$ cat src/rtl/dcache_pkg.sv
// dcache_pkg: shared field widths, tag-word bit positions and FSM states for the data-cache controller
package dcache_pkg;
   localparam int TAG_W     = 23;
   localparam int IDX_W     = 4;
   localparam int OFS_W     = 5;
   localparam int VALID_BIT = 24;
   localparam int DIRTY_BIT = 23;
   localparam int LINE_W    = 256;
   typedef enum logic [2:0] {
      S_IDLE,
      S_MISS,
      S_WRITEBACK,
      S_REFILL,
      S_REFILL_DONE
   } state_t;
endpackage

$ cat src/rtl/dcache_word_mux.sv
// dcache_word_mux: extracts the selected 32-bit word of a line and builds the line with that word replaced
module dcache_word_mux
   import dcache_pkg::*;
(
   input  logic [LINE_W-1:0] line,
   input  logic [2:0]        sel,
   input  logic [31:0]       wdata,
   output logic [31:0]       rdata,
   output logic [LINE_W-1:0] merged
);
   logic [7:0] sh;
   assign sh     = {sel, 5'b0};
   assign rdata  = line[sh +: 32];
   assign merged = (line & ~({{(LINE_W-32){1'b0}}, 32'hFFFF_FFFF} << sh))
                 | ({{(LINE_W-32){1'b0}}, wdata} << sh);
endmodule

$ cat src/rtl/dcache_ctrl.sv
// dcache_ctrl: write-back data-cache controller serving hits from the SRAM and running write-back/refill on misses
module dcache_ctrl
   import dcache_pkg::*;
(
   input  logic              clk_i,
   input  logic              rst_i,
   input  logic [31:0]       cpu_addr_i,
   input  logic [31:0]       cpu_data_i,
   input  logic              cpu_mem_read_i,
   input  logic              cpu_mem_write_i,
   output logic [31:0]       cpu_data_o,
   output logic              cpu_stall_o,
   output logic [IDX_W-1:0]  sram_addr_o,
   output logic [24:0]       sram_tag_o,
   output logic [LINE_W-1:0] sram_data_o,
   output logic              sram_enable_o,
   output logic              sram_write_o,
   input  logic [24:0]       sram_tag_i,
   input  logic [LINE_W-1:0] sram_data_i,
   input  logic              sram_hit_i,
   output logic [31:0]       mem_addr_o,
   output logic [LINE_W-1:0] mem_data_o,
   output logic              mem_enable_o,
   output logic              mem_write_o,
   input  logic [LINE_W-1:0] mem_data_i,
   input  logic              mem_ack_i
);
   state_t state, state_nxt;
   logic [LINE_W-1:0] line_buf, merged;
   logic [IDX_W-1:0] idx;
   logic [TAG_W-1:0] tag;
   logic req, idle, fill;
   logic unused_ok;
   assign req       = cpu_mem_read_i | cpu_mem_write_i;
   assign idx       = cpu_addr_i[OFS_W +: IDX_W];
   assign tag       = cpu_addr_i[31 -: TAG_W];
   assign idle      = state == S_IDLE;
   assign fill      = state == S_REFILL_DONE;
   assign unused_ok = &{1'b0, cpu_addr_i[1:0]};
   dcache_word_mux u_word_mux (
      .line   (sram_data_i),
      .sel    (cpu_addr_i[4:2]),
      .wdata  (cpu_data_i),
      .rdata  (cpu_data_o),
      .merged (merged)
   );
   always_ff @(posedge clk_i or negedge rst_i) begin
      if (!rst_i) begin
         state    <= S_IDLE;
         line_buf <= '0;
      end else begin
         state <= state_nxt;
         if (state == S_REFILL && mem_ack_i) line_buf <= mem_data_i;
      end
   end
   always_comb begin
      state_nxt = state;
      case (state)
         S_IDLE:      state_nxt = req && !sram_hit_i ? S_MISS : S_IDLE;
         S_MISS:      state_nxt = sram_tag_i[VALID_BIT] && sram_tag_i[DIRTY_BIT] ? S_WRITEBACK : S_REFILL;
         S_WRITEBACK: state_nxt = mem_ack_i ? S_REFILL : S_WRITEBACK;
         S_REFILL:    state_nxt = mem_ack_i ? S_REFILL_DONE : S_REFILL;
         default:     state_nxt = S_IDLE;
      endcase
   end
   assign cpu_stall_o   = idle ? req & ~sram_hit_i : 1'b1;
   assign sram_addr_o   = idx;
   assign sram_enable_o = req | ~idle;
   assign sram_write_o  = idle ? req & cpu_mem_write_i & sram_hit_i : fill;
   // a freshly filled line is clean; a store hit marks it dirty
   assign sram_tag_o    = {1'b1, ~fill, tag};
   assign sram_data_o   = fill ? line_buf : merged;
   assign mem_enable_o  = state == S_WRITEBACK || state == S_REFILL;
   assign mem_write_o   = state == S_WRITEBACK;
   assign mem_addr_o    = mem_write_o ? {sram_tag_i[TAG_W-1:0], idx, 5'b0}
                        : state == S_REFILL ? {cpu_addr_i[31:5], 5'b0} : 32'h0;
   assign mem_data_o    = mem_write_o ? sram_data_i : '0;
endmodule
$ cat config.mk
export PLATFORM = sky130hd
export DESIGN_NAME = dcache_ctrl
export DESIGN_NICKNAME = d
export VERILOG_FILES = /design/src/rtl/dcache_pkg.sv /design/src/rtl/dcache_word_mux.sv /design/src/rtl/dcache_ctrl.sv
export SDC_FILE = /design/constraint.sdc
export NUM_CORES = 1
export LEC_CHECK = 0
export BUFFER_PORTS_ARGS = -buffer_cell sky130_fd_sc_hd__buf_2
export CAP_MARGIN = 20
export CORE_AREA = 3 3 468 470
export CTS_BUF_LIST = sky130_fd_sc_hd__clkbuf_8
export DETAILED_ROUTE_END_ITERATION = 16
export DIE_AREA = 0 0 471 473
export GPL_TIMING_DRIVEN = 0
export SKIP_CTS_REPAIR_TIMING = 1
export SLEW_MARGIN = 20
export SYNTH_ARGS = -nofsm -noshare
export SYNTH_HDL_FRONTEND = slang
export SYNTH_SLANG_ARGS = --single-unit
$ cat constraint.sdc
create_clock -name clk_i -period 1.8 [get_ports clk_i]
set_input_delay 0.09 -clock clk_i [delete_from_list [all_inputs] [get_ports clk_i]]
set_output_delay 0.09 -clock clk_i [all_outputs]
set_load 0.03 [all_outputs]
Word level (Yosys, flattened, before mapping)
Cells that the tools add are included.
{ "totals": {"ff_bits": 259, "elab_cells": 37} }
{ "op_classes": {"n_eq_ne": 4, "n_shift": 3, "n_mux": 11, "bitwise_logic": 11, "n_reduce_logical": 6} }
{ "ops": {"columns": ["op", "count"], "rows": [
  ["256-bit 2-to-1 mux", 2],
  ["256-bit AND", 1],
  ["256-bit NOT", 1],
  ["256-bit bitwise OR", 1],
  ["256-bit by 9-bit variable part select with 32-bit output", 1],
  ["32-bit by 8-bit << shifter with 256-bit output", 1],
  ["32-bit by 8-bit << shifter with 256-bit output (first input constant)", 1],
  ["32-bit 2-to-1 mux", 2],
  ["3-bit one-hot mux with 4 select lines", 1],
  ["3-bit by 2-bit equality test with 1-bit output (second input constant)", 2],
  ["1-bit 2-to-1 mux", 5],
  ["1-bit AND", 3],
  ["3-bit by 1-bit equality test with 1-bit output (second input constant)", 1],
  ["3-bit equality test (second input constant)", 1],
  ["1-bit logical AND", 3],
  ["3-bit zero test", 1],
  ["3-bit 2-to-1 mux", 1],
  ["1-bit NOT", 3],
  ["1-bit bitwise OR", 2],
  ["1-bit zero test", 1],
  ["1-bit logical OR", 1]
]} }

Logic depth before layout (Yosys ltp)
Gate-level depths: netlist (run 1).
{ "logic_depth": {"word_depth": 5, "depth_mapped": 7} }

Hierarchy
A second synthesis (run 1) with hierarchy kept.
{ "hier_totals": {"hier_cells": 1831, "area_unflattened_um2": 21115.3} }
{ "by_module_without_submodules": {"columns": ["module", "instances", "cells_per_inst", "area_each_um2", "seq_area_each_um2"], "rows": [
  ["dcache_ctrl", 1, 1224, 16025.4, 6481.2],
  ["dcache_word_mux", 1, 607, 5089.9, 0.0]
]} }

Worst setup path after synthesis (run 1)
No wires, ideal clock.
{ "synth_timing": {"kind": "register -> output", "startpoint": "reg state[1]", "endpoint": "out sram_data_o[246]", "t_arrival_ns": 1.866, "t_required_ns": 1.710, "setup_slack_ns": -0.156, "stages_incl_launch_ff": 7, "path_buffers": 4, "path_cell_list": "dfrtp_1 -> buf_2 -> or3b_1 -> buf_4 -> buf_6 -> buf_2 -> a21oi_1"} }
{ "synth_via": {"elab_chain_len": 2} }
{ "synth_rtl": {"columns": ["element", "line", "rtl"], "rows": [
  ["from (decl)", "dcache_ctrl.sv:28", "state_t state, state_nxt;"],
  ["from (signal assigned)", "dcache_ctrl.sv:52", "state <= state_nxt;"],
  ["3-bit equality test", "dcache_ctrl.sv:38", "assign fill = state == S_REFILL_DONE;"],
  ["256-bit 2-to-1 mux", "dcache_ctrl.sv:72", "assign sram_data_o = fill ? line_buf : merged;"],
  ["to (decl)", "dcache_ctrl.sv:15", "output logic [LINE_W-1:0] sram_data_o,"]
]} }
No other way between the ends.

Final worst setup path (run 1)
{ "layout_timing": {"startpoint": "reg state[2]", "endpoint": "out sram_data_o[81]"} }
The elaborated chain is that of the path after synthesis.

==> out/results.md, run 1 <==
### Die
• Die Ht: 473 µm
• Die Span X: 471 µm
• number of cell rows: 170
• total core area: 0.215 mm²
• number of top-level pins: 1217
• Starting Density: 9.12%
• DIE AREA: 0.223 mm²

### Min path
• path category of the worst min-delay check: in -> reg

### Layout
• number of standard cells in the final layout excluding fillers: 6747
• Post-Layout Inst Area: 0.0391 mm²
• most common cell after layout, fill and taps aside: sky130_fd_sc_hd__buf_2
• Net count, final: 4385
• most frequent cells in the layout: 921 x sky130_fd_sc_hd__buf_2, 265 x sky130_fd_sc_hd__dlygate4sd3_1, 258 x sky130_fd_sc_hd__dfrtp_1
• share of layout cells above drive strength 1: 54.0%
• P&R area growth vs syn: 99.6%

### STA
• final worst clock skew: 0.0532 ns
• transition time of the tightest slew-check pin: 1.17 ns
• Period Utilization, post-route: 168%
• Final Critical Period: 3.03 ns
• relative max-transition margin: 21.6%
• upper clock frequency limit: 330 MHz
• Max Slew Vio Count: 0
• final hold slack: 0.0390 ns
• unrepaired setup endpoints after global routing: true
• final-report hold violation count: 0
• number of failing setup endpoints in the final timing report: 833
• slack of the critical path: -1.23 ns

### Worst setup path
• highest fanout seen on the critical path: 10
• category of the worst setup path capture point: output pin
• critical path cell sequence: buf_6 -> or3b_4 -> buf_12 -> buf_12 -> buf_6 -> a31oi_2 -> buf_2
• slowest cell on the critical path: sky130_fd_sc_hd__dfrtp_2
• delay of the slowest cell on the worst path: 0.43 ns
• critical path type: reg -> out
• endpoint required time on the critical path: 1.71 ns
• critical path's top delay family: buffers and inverters
• WP buf/inv: 5
• data arrival time of the critical path: 2.94 ns
• startpoint type of the worst setup path: register

### Pwr
• peak ir drop on the vdd network: 1.11 mV
• share of power burned in registers: 20.1%
• Int Pwr: 26900 µW
• sw power: 27200 µW
• clock share of power: 13.7%
• total power draw: 54100 µW
• Cell Pwr Density: 1380 mW/mm²
• leakage power total: 0.0179 µW
• proportion of total power due to net switching: 50.4%
• share of total power in combinational logic: 66.2%

### GRT
• first-pass GRT wire length: 362000 µm
• Overall Global Routing Usage: 26.7%
• largest net degree at the start of global routing: 79
• initial antenna violation count: 240
• via count of the first global-routing pass: 25.4k
• total congestion overflow: 0

### Status
• violated checks: negative setup slack
• run status: complete, but fails checks

### Placement
• pre-CTS worst setup slack: -1.93 ns
• post-detail-place hpwl: 271000 µm
• final weighted congestion in routability-driven placement: 0.922
• Placed Area: 0.0310 mm²
• placed cell count: 6244
• count of input and output buffers: 1174

### Yosys
• count of warnings emitted by yosys: 0
• fraction of registers with async set/reset: 100%
• share of the synthesized area in the top cell type: 33.1%
• Netlist cell types: 43
• synthesized cell area: 0.0196 mm²
• cell taking the most area after synthesis: sky130_fd_sc_hd__dfrtp_1
• post-synthesis sequential area ratio: 33.1%
• Post-Syn Instances: 2201
• most common flop cell mapped by yosys: sky130_fd_sc_hd__dfrtp_1
• Synth Register Bits: 259
• most area-consuming cells after synthesis: sky130_fd_sc_hd__dfrtp_1 33%, sky130_fd_sc_hd__mux2_1 13%, sky130_fd_sc_hd__mux2i_1 11%, sky130_fd_sc_hd__and2_1 8.3%, sky130_fd_sc_hd__nor2_1 5.4%
• Post-synth EDFFs: 0
• Mean Syn Cell Area: 8.90 µm²

### Route
• detailed-route DRC error count: 0
• routed length per instance: 46.8 µm
• via total after detailed routing: 27.4k
• Iteration-0 DRC Markers: 2233
• total length of routed wires: 316000 µm
• via-per-instance ratio: 4.06
• drt first pass iters: 6
• Antenna Violating Nets Remaining: 0

### CTS
• sinks on the clock net: 259
• CTS tree: done
• CTS root buf: sky130_fd_sc_hd__clkbuf_8
• # H-tree levels: 2
• clock transition at the registers of the reported paths: 0.08 ns
• Max Buffers Root-to-Sink: 3
• number of buffers created by CTS: 56
• clock network latency to the later pin of the worst-skew pair: 0.81 ns

### Job
• total of max-cap violations: 0

power groups by stage:
stage | Clock [µW] | Sequential, µW | Combinational, µW
6_report | 7410 | 10900 | 35800
5_1_grt | 7840 | 11200 | 36900
4_1_cts | 7710 | 10700 | 28100
3_5_place_dp | 0 | 10800 | 28000
3_3_place_gp | 0 | 10700 | 27500
2_1_floorplan | 0 | 9890 | 15300
layout make-up:
cell class	instances	area (µm²)
clock inverter	31	226
multi-input combinational	1680	13500
tap	2838	3550
buffer	263	2180
fill	24000	176000
clock buffer	70	963
timing repair buffer	1516	12000
antenna	88	220
sequential	259	6480
inverter	2	7.51
per-layer routing:
layer / wire [µm] / GRT usage, % / up-vias
li1: - / - / 10900
met1: 114000 / 28.4 / 13600
met2: 142000 / 43.3 / 2013
met3: 36900 / 13.3 / 708
met4: 21700 / 14.2 / 176
met5: 1110 / 0 / -
path summary, 6_finish.rpt:
kind,startpoint,end,slack [ns],depth (start not counted)
setup / recovery,state[2],sram_data_o[81],-1.23,7
hold / removal,mem_data_i[216],line_buf[216],0.04,3
setup reg to reg,state[2],line_buf[130],-1.19,6
hold reg to reg,line_buf[0],line_buf[0],0.49,1
max in group asynchronous,rst_i,line_buf[10],0.38,5
min in group asynchronous,rst_i,line_buf[116],0.47,4
cells by family after synthesis:
kind of cell    Yosys count  synth area share, %
buf+inv                 266                 8.02
other cells               2               0.0383
mux                     501                 27.7
simple gates            790                 19.3
compound gates          383                 11.8
flops                   259                 33.1
sequential cells by signal, summed over array words and instances (netlist names):
register	flops
line_buf	256
state	3
cells in the mapped netlist (all sizes together), types with 5 or more instances:
cell type / number
nor2b: 6
a211o: 15
nand2: 202
mux2: 283
mux4: 5
a21oi: 175
nand2b: 6
a31oi: 97
mux2i: 213
o2bb2ai: 11
dfrtp: 259
o221ai: 16
buf: 167
o22ai: 40
clkbuf: 97
and2: 260
nor3: 5
nor2: 282
nor3b: 19
a211oi: 16
tightest hold or removal path: cells and delay by family:
| family | cells | cell delay, ns |
|---|---|---|
| muxes | 1 | 0.11 |
| buffers and inverters | 2 | 0.60 |
metrics by stage:
stage               setup TNS [ns]  utilization (%)
CTS                       -1245.02             15.0
finish                     -832.36             18.2
detailed placement         -720.04             14.4
global placement          -2201.11             14.1
floorplan                    -1.40                -
global route               -873.16             18.1
Power figures use the tool's default switching activity.
==> inputs of run 2 (changes only) <==
--- a/config.mk
+++ b/config.mk
@@ -7,10 +7,10 @@
 export LEC_CHECK = 0
 export BUFFER_PORTS_ARGS = -buffer_cell sky130_fd_sc_hd__buf_2
 export CAP_MARGIN = 20
-export CORE_AREA = 3 3 468 470
+export CORE_AREA = 2 2 467 469
 export CTS_BUF_LIST = sky130_fd_sc_hd__clkbuf_8
 export DETAILED_ROUTE_END_ITERATION = 16
-export DIE_AREA = 0 0 471 473
+export DIE_AREA = 0 0 469 471
 export GPL_TIMING_DRIVEN = 0
 export SKIP_CTS_REPAIR_TIMING = 1
 export SLEW_MARGIN = 20
==> out/results.md, run 2 (synthesis gave the netlist of run 1 again) <==
### Status
• run status: complete, but fails checks
• violated checks: negative setup slack

### Worst setup path
• critical path type: reg -> out
• most prevalent standard cell on the critical path: sky130_fd_sc_hd__buf_4
• highest fanout seen on the critical path: 10
• startpoint type of the worst setup path: register
• endpoint required time on the critical path: 1.71 ns
• data arrival time of the critical path: 2.99 ns
• slowest cell on the critical path: sky130_fd_sc_hd__dfrtp_2
• category of the worst setup path capture point: output pin
• critical path cell sequence: buf_6 -> or3b_4 -> buf_12 -> buf_16 -> buf_4 -> a31oi_2 -> buf_4
• delay of the slowest cell on the worst path: 0.43 ns

### STA
• relative max-transition margin: 24.9%
• unrepaired setup endpoints after global routing: true
• transition time of the tightest slew-check pin: 1.12 ns
• final-report hold violation count: 0
• upper clock frequency limit: 324 MHz
• final worst clock skew: 0.0284 ns
• slack of the critical path: -1.28 ns
• Period Utilization, post-route: 171%
• Max Slew Vio Count: 0
• final hold slack: 0.0118 ns
• Fin Setup TNS: -796.17 ns
• Final Critical Period: 3.08 ns
• number of failing setup endpoints in the final timing report: 834

### Layout
• Top reg by flops: line_buf
• share of layout cells above drive strength 1: 51.7%
• most frequent cells in the layout: 1009 x sky130_fd_sc_hd__buf_2, 273 x sky130_fd_sc_hd__dlygate4sd3_1, 258 x sky130_fd_sc_hd__dfrtp_1
• Net count, final: 4376
• flip-flop count of the largest register after layout: 256
• P&R area growth vs syn: 95.1%
• number of standard cells in the final layout excluding fillers: 6810
• most common cell after layout, fill and taps aside: sky130_fd_sc_hd__buf_2
• registers with the most flip-flops: line_buf (256), state (3)
• final-layout fill cell count: 24.3k
• utilization of the core after routing: 17.7%

### Route
• Antenna Violating Nets Remaining: 0
• detailed-route DRC error count: 0
• total length of routed wires: 312000 µm
• drt first pass iters: 8
• Iteration-0 DRC Markers: 2527
• routed length per instance: 45.8 µm
• via-per-instance ratio: 4.03
• via total after detailed routing: 27.4k

### Placement
• placed cell count: 6261
• pre-CTS worst setup slack: -1.95 ns
• count of input and output buffers: 1174
• post-detail-place hpwl: 270000 µm
• final weighted congestion in routability-driven placement: 0.924

### Die
• Die Span X: 469 µm
• number of top-level pins: 1217
• Die Ht: 471 µm
• total core area: 0.216 mm²
• number of cell rows: 171
• Starting Density: 9.07%
• DIE AREA: 0.221 mm²

### CTS
• number of buffers created by CTS: 60
• sinks on the clock net: 259
• CTS tree: done
• clock transition at the registers of the reported paths: 0.07 ns
• Max Buffers Root-to-Sink: 3
• CTS root buf: sky130_fd_sc_hd__clkbuf_8
• clock network latency to the later pin of the worst-skew pair: 0.84 ns
• # H-tree levels: 2

### Pwr
• Cell Pwr Density: 1380 mW/mm²
• leakage power total: 0.0176 µW
• peak ir drop on the vdd network: 0.961 mV

### GRT
• total congestion overflow: 0
• via count of the first global-routing pass: 24.9k
• largest net degree at the start of global routing: 82
• Overall Global Routing Usage: 26.9%
• initial antenna violation count: 268
• first-pass GRT wire length: 359000 µm

### Job
• total of max-cap violations: 0

### Min path
• path category of the worst min-delay check: in -> reg

## run 2: cell count changes in the layout (fill, tap and decap cells not counted), moves of 14 or more
cell,previous run,this run
sky130_fd_sc_hd__buf_8,53,15
sky130_fd_sc_hd__buf_6,209,171
sky130_fd_sc_hd__diode_2,88,137
sky130_fd_sc_hd__buf_2,921,1009
sky130_fd_sc_hd__buf_4,109,95
sky130_fd_sc_hd__nor2_1,239,253
sky130_fd_sc_hd__and2_4,136,73
sky130_fd_sc_hd__and2_1,124,187
## run 2: layout make-up
cell class                 instances  area [µm²]  share of cell area, %
antenna                          137         343                  0.897
buffer                           263        2060                   5.40
clock buffer                      73        1000                   2.63
clock inverter                    39         502                   1.31
inverter                           2        7.51                 0.0196
multi-input combinational       1680       13200                   34.4
sequential                       259        6480                   17.0
tap                             2854        3570                   9.34
timing repair buffer            1503       11100                   29.0
## run 2: metrics by stage
step	area, µm²	total power, µW
2_1_floorplan	20800	25200
3_3_place_gp	30200	38000
3_5_place_dp	31000	38500
4_1_cts	32500	47900
5_1_grt	38000	54400
6_report	38200	52700
## run 2: metal layers
layer	part of all wire, %	GRT usage [%]	vias up
met3	12	14.0	686
met5	0.34	0	-
met4	6.3	13.6	166
met2	44	42.5	2007
li1	-	-	11000
met1	37	29.3	13600
## run 2: worst paths after layout
check / start / end / slack, ns / cells after the start
worst max-delay path: state[2] / sram_data_o[135] / -1.28 / 7
worst max register to register: state[2] / line_buf[125] / -1.03 / 6
min in group asynchronous: rst_i / line_buf[117] / 0.45 / 4
worst min register to register: line_buf[142] / line_buf[142] / 0.49 / 1
worst min-delay path: mem_data_i[43] / line_buf[43] / 0.01 / 3
max in group asynchronous: rst_i / line_buf[73] / 0.34 / 5
## run 2: worst max-delay path: cells and delay by family, from the launching register on
family          cells  cell delay (ns)
simple gates        1             0.38
flops               1             0.43
buf+inv             5             1.00
compound gates      1             0.30
## run 2: report_power, final
group          internal (µW)  leakage [µW]  total [µW]  switching, µW
combinational          11900        0.0137       32600          20800
clock                   5400      0.000793        9210           3810
sequential              8850       0.00306       10900           2040
total                  26100        0.0176       52700          26600
